**src/rtl/resize_controller.sv**
```systemverilog
// rtl/resize_controller.sv - sequencing controller for the grayscale resizing coprocessor
//
// Walks the destination image in raster order, fetches 1 (zoom/decimation)
// or 4 (block average) source pixels per output pixel from a 1-cycle-latency
// source RAM into registered operands, and writes the core result to the
// destination RAM.
//
// Ports:
//   clk, rst_n          clock, asynchronous active-low reset
//   start, mode         job request (sampled in IDLE) and operation select
//   busy, done, err     status: not-IDLE, end-of-job pulse, reserved-mode flag
//   src_addr            source RAM read address
//   src_rd_data         source RAM read data
//   p00..p11            registered operands to the resizing core
//   algorithm_select    core algorithm (01 block average, 00 pass-through)
//   core_pixel          core result
//   dst_addr, dst_wr_en, dst_wr_data  destination RAM write port

module resize_controller #(
  parameter int SRC_W  = 160,
  parameter int SRC_H  = 120,
  parameter int ADDR_W = 17
) (
  input  logic              clk,
  input  logic              rst_n,
  input  logic              start,
  input  logic [1:0]        mode,
  output logic              busy,
  output logic              done,
  output logic              err,
  output logic [ADDR_W-1:0] src_addr,
  input  logic [7:0]        src_rd_data,
  output logic [7:0]        p00,
  output logic [7:0]        p01,
  output logic [7:0]        p10,
  output logic [7:0]        p11,
  output logic [1:0]        algorithm_select,
  input  logic [7:0]        core_pixel,
  output logic [ADDR_W-1:0] dst_addr,
  output logic              dst_wr_en,
  output logic [7:0]        dst_wr_data
);

  localparam logic [1:0] MODE_ZOOM = 2'b00;
  localparam logic [1:0] MODE_RSVD = 2'b01;
  localparam logic [1:0] MODE_AVG  = 2'b11;

  localparam logic [ADDR_W-1:0] SW      = ADDR_W'(SRC_W);
  localparam logic [ADDR_W-1:0] ZOOM_W  = ADDR_W'(2 * SRC_W);
  localparam logic [ADDR_W-1:0] ZOOM_H  = ADDR_W'(2 * SRC_H);
  localparam logic [ADDR_W-1:0] SMALL_W = ADDR_W'(SRC_W / 2);
  localparam logic [ADDR_W-1:0] SMALL_H = ADDR_W'(SRC_H / 2);

  typedef enum logic [2:0] {
    S_IDLE,
    S_RD,
    S_CAP,
    S_WR,
    S_DONE
  } state_t;

  state_t            state;
  logic [1:0]        mode_q;
  logic [ADDR_W-1:0] dx;
  logic [ADDR_W-1:0] dy;
  logic [1:0]        k;

  logic [ADDR_W-1:0] dst_w;
  logic [ADDR_W-1:0] dst_h;
  logic [1:0]        k_last;
  logic              last_x;
  logic              last_y;
  logic [ADDR_W-1:0] next_dx;
  logic [ADDR_W-1:0] next_dy;

  // Source address for destination pixel (x, y) and read index kk. The 2x
  // downscale modes share one formula: decimation is the kk=0 average read,
  // and the kk bits simply fill the LSB freed by doubling the coordinates.
  function automatic logic [ADDR_W-1:0] src_addr_of(
    input logic [1:0]        m,
    input logic [ADDR_W-1:0] x,
    input logic [ADDR_W-1:0] y,
    input logic [1:0]        kk
  );
    logic [ADDR_W-1:0] sx;
    logic [ADDR_W-1:0] sy;
    if (m == MODE_ZOOM) begin
      sx = {1'b0, x[ADDR_W-1:1]};
      sy = {1'b0, y[ADDR_W-1:1]};
    end else begin
      sx = {x[ADDR_W-2:0], kk[0]};
      sy = {y[ADDR_W-2:0], kk[1]};
    end
    return sy * SW + sx;
  endfunction

  always_comb begin
    dst_w   = (mode_q == MODE_ZOOM) ? ZOOM_W : SMALL_W;
    dst_h   = (mode_q == MODE_ZOOM) ? ZOOM_H : SMALL_H;
    k_last  = (mode_q == MODE_AVG) ? 2'd3 : 2'd0;
    last_x  = (dx == dst_w - 1'b1);
    last_y  = (dy == dst_h - 1'b1);
    next_dx = last_x ? '0 : dx + 1'b1;
    next_dy = last_x ? dy + 1'b1 : dy;
  end

  // The core output is used directly; operands are frozen outside CAP.
  assign dst_wr_data = core_pixel;

  always_ff @(posedge clk or negedge rst_n) begin
    if (!rst_n) begin
      state            <= S_IDLE;
      mode_q           <= MODE_ZOOM;
      dx               <= '0;
      dy               <= '0;
      k                <= '0;
      busy             <= 1'b0;
      done             <= 1'b0;
      err              <= 1'b0;
      src_addr         <= '0;
      dst_addr         <= '0;
      dst_wr_en        <= 1'b0;
      p00              <= '0;
      p01              <= '0;
      p10              <= '0;
      p11              <= '0;
      algorithm_select <= 2'b00;
    end else begin
      dst_wr_en <= 1'b0;
      done      <= 1'b0;
      case (state)
        S_IDLE: begin
          if (start) begin
            mode_q           <= mode;
            dx               <= '0;
            dy               <= '0;
            k                <= '0;
            busy             <= 1'b1;
            src_addr         <= '0;
            algorithm_select <= (mode == MODE_AVG) ? 2'b01 : 2'b00;
            if (mode == MODE_RSVD) begin
              state <= S_DONE;
              err   <= 1'b1;
              done  <= 1'b1;
            end else begin
              state <= S_RD;
              err   <= 1'b0;
            end
          end
        end
        // Address is already on src_addr; this cycle is the RAM latency.
        S_RD: state <= S_CAP;
        S_CAP: begin
          case (k)
            2'd0:    p00 <= src_rd_data;
            2'd1:    p01 <= src_rd_data;
            2'd2:    p10 <= src_rd_data;
            default: p11 <= src_rd_data;
          endcase
          if (k != k_last) begin
            k        <= k + 2'd1;
            src_addr <= src_addr_of(mode_q, dx, dy, k + 2'd1);
            state    <= S_RD;
          end else begin
            dst_wr_en <= 1'b1;
            dst_addr  <= dy * dst_w + dx;
            state     <= S_WR;
          end
        end
        S_WR: begin
          k  <= '0;
          dx <= next_dx;
          dy <= next_dy;
          if (last_x && last_y) begin
            done  <= 1'b1;
            state <= S_DONE;
          end else begin
            src_addr <= src_addr_of(mode_q, next_dx, next_dy, 2'd0);
            state    <= S_RD;
          end
        end
        S_DONE: begin
          busy  <= 1'b0;
          state <= S_IDLE;
        end
        default: begin
          busy  <= 1'b0;
          state <= S_IDLE;
        end
      endcase
    end
  end

endmodule

```
**config.mk**
```make
export PLATFORM = sky130hd
export DESIGN_NAME = resize_controller
export DESIGN_NICKNAME = d
export VERILOG_FILES = /design/src/rtl/resize_controller.sv
export SDC_FILE = /design/constraint.sdc
export NUM_CORES = 1
export LEC_CHECK = 0
export ABC_AREA = 1
export CORE_MARGIN = 3
export CORE_UTILIZATION = 53
export CTS_CLUSTER_SIZE = 30
export DETAILED_ROUTE_END_ITERATION = 6
export PLACE_DENSITY = 0.89
export SETUP_SLACK_MARGIN = 0.15
export SYNTH_ARGS = -nofsm -noshare
export SYNTH_HDL_FRONTEND = slang
export SYNTH_SLANG_ARGS = --single-unit
```
**constraint.sdc**
```tcl
create_clock -name clk -period 4.8 [get_ports clk]
set_input_delay 0.96 -clock clk [delete_from_list [all_inputs] [get_ports clk]]
set_output_delay 0.96 -clock clk [all_outputs]
set_load 0.03 [all_outputs]
```
==> impl_results.md <==
* R2R depth at 34
* HPWL after DPL at 20100 µm
* Synthesis warning total at 0
* Worst-path fanout max at 8
* Routed WL per cell at 17.7 µm
* Min cycle time layout at 4.80 ns
* Design area at 11300 µm²
* Slew @ Worst Pin at 1.22 ns
* Drt first pass iters at 7
* Synthesized area per cell at 7.62 µm²
* Max Clk Rate at 208 MHz
* Met2 WL at 12800 µm
* Register area share after synthesis at 30.2%
* Worst EP required at 5.07 ns
* I/O pin count at 101
* Bufs on Longest Clock Path at 2
* R2R Path End: src_addr[16]
* Status: completed
* Filler Cell Count at 1277
* Clock Skews at 0.0187 ns
* Initial antenna violation count at 0
* Total GRT Usage at 27.1%
* DRC at 0
* Hold Crit Start: state[2]
* Critical Path Source Type: flip-flop
* Top Layer Used: met4
* Met3 wire length at 2630 µm
* CTS tree: done
* Slew Viols, Final at 0
* Placed Area at 10400 µm²
* Commonest cells post-synth: nand2_1, inv_1, o21ai_0
* Total gr overflow at 0
* Wl on met1 at 11200 µm
* Final Setup Violations at 0
* Post-Syn Nets at 1367
* Post-synth top area share at 30.2%
* Pin count of the biggest net entering global routing at 50
* CTS root buffer: clkbuf_16
* Cells after Synth at 1217
* Most common cell in the netlist: nand2_1
* H-tree Lvls at 3
* Antenna cells at 0
* Worst Hold End: busy
* Netlist cell types at 46
* Worst reg2reg startpoint: mode_q[1]
* Crit path capture type: flip-flop
* Worst R2R Setup Slack at 0.003 ns
* WHS Path Cells at 1
* Fin. Hold Viols at 0
* CTS Hold Buffers Added at 0
* FF+latch area at 2800 µm²
* Die Span Y at 138 µm
* Die extent in x at 138 µm
* Vias in the first global route at 8525
* IO Port Bufs at 83
* Nets at 1478
* Worst path most repeated cell: nand2_1
* Antenna violation net count after detailed routing at 0
* Routability cong. at 0.932
* CTS Sinks at 112
* Crit Path Class: reg2reg
* Starting Density at 54.9%
* Worst Hold Class: reg2reg
* CTS clk-pin slew, worst paths at 0.09 ns
* Worst slew margin at 18.3%
* Vias per Instance at 5.86
* Main synth FF type: dfrtp_1
* WL final at 27500 µm
* Wire length of the first global-routing pass at 43000 µm
* Share of cells above drive strength 1 at 11.9%
* Post-synthesis sequential element count at 112
* Area taken by multi-input logic gates at 5890 µm²
* Site row count at 47
* Slowest cell on crit path: dfrtp_1
* Max-Cap Viols at 0
* CORE AREA at 16900 µm²
* Total number of vias at 9098
* Final Cycle Share at 99.9%
* Clock Latency Late Sink at 0.37 ns
* Area leader, netlist: dfrtp_1
* Top post-synthesis cells by area: dfrtp_1, ha_1, nand2_1, inv_1, o21ai_0
* Worst path max stage delay at 0.38 ns
* Number of flops mapped to enable cells by yosys at 0
* WP data arrival at 5.06 ns
* Post-synth ARST share at 100%
* Die ar. at 19100 µm²
* Iter 0 DRT Violations at 915
* Post-Syn Area at 9270 µm²
* RSZ-0062 raised after global routing: yes
* CTS buffer count at 9
* Synthesis-to-finish area growth at 21.7%
## layer usage
metal  GRT usage, %  up-vias
li1               -     4245
met1           36.9     4285
met2           44.4      487
met3           5.32       81
met4           7.80        0
met5              0        -
## cell usage in the layout (no fill, tap or decap), types with 12 or more instances in the layout
master	instances
nand2_1	242
inv_1	171
o21ai_0	112
dfrtp_1	111
ha_1	99
clkdlybuf4s50_1	82
nor2_1	67
a21oi_1	57
nand3_1	56
buf_4	55
xor2_1	33
o22ai_1	28
fa_1	18
xnor2_1	17
a31oi_1	14
nand2_2	13
nor3_1	12
## registers in the layout, summed over array words and instances, names as in the netlist, 2 cells and up
name and flops:
state 3, k 2, dx 17, mode_q 2
p00 8, p11 8, p01 8, dst_addr 17
dy 17, src_addr 17, p10 8
## worst max path at each step
stage,end,slack (ns),startpoint
global placement,src_addr[14],0.22,mode_q[0]
CTS,src_addr[16],0.15,mode_q[0]
global route,src_addr[16],-0.22,mode_q[1]
floorplan,dst_addr[16],0.16,mode_q[1]
finish,src_addr[16],0.003,mode_q[1]
detailed placement,src_addr[16],0.03,mode_q[0]
## layout make-up
| class | count | share of cell area [%] |
|---|---|---|
| inverters | 180 | 5.99 |
| well taps | 220 | 2.44 |
| repair buffers | 141 | 11.6 |
| clock buffers | 9 | 2.00 |
| clock inverters | 7 | 0.887 |
| flip-flops and latches | 112 | 24.9 |
| multi-input cells | 884 | 52.2 |
## worst max-delay path: cells and delay by family, from the launching register on
family,cells,cell delay (ns)
DFF,1,0.38
and+or+nand+nor,19,1.80
buffers and inverters,4,0.54
AOI/OAI and AO/OA,7,1.07
adders and majority gates,2,0.58
xor gates and xnor gates,2,0.34
## stage by stage
| step | setup slack, ns | util [%] | hold WS (ns) | setup TNS (ns) | cells |
|---|---|---|---|---|---|
| finish | 0.00274 | 66.8 | 0.465 | 0 | 1553 |
| global route | -0.225 | 66.8 | 0.488 | -0.408 | 1553 |
| CTS | 0.151 | 64.1 | 0.472 | 0 | 1532 |
| detailed placement | 0.0262 | 61.7 | 0.461 | 0 | 1510 |
| global placement | 0.218 | 61.7 | 0.435 | 0 | 1510 |
| floorplan | 0.164 | - | 0.422 | 0 | 1217 |
## kinds of logic (layout without fill, tap and decap cells)
group | after synthesis | after routing | synth area share [%]
flops | 112 | 112 | 30.2
fa+ha+maj | 129 | 129 | 19.0
compound gates | 257 | 257 | 15.3
other cells | 1 | 1 | 0.0405
xor+xnor | 52 | 52 | 4.91
simple gates | 438 | 438 | 20.5
buf+inv | 221 | 337 | 9.37
mux | 7 | 7 | 0.756
## timing repair
| action | CTS | global route |
|---|---|---|
| pin swaps | 8 | 37 |
| setup endpoints to repair | 5 | 9 |
| setup buffers | 6 | 21 |
| resized for setup | 10 | 67 |
Power is left out: the tool's default activity adds up to more than one toggle a clock period on the data nets, which glitch-free logic cannot reach.
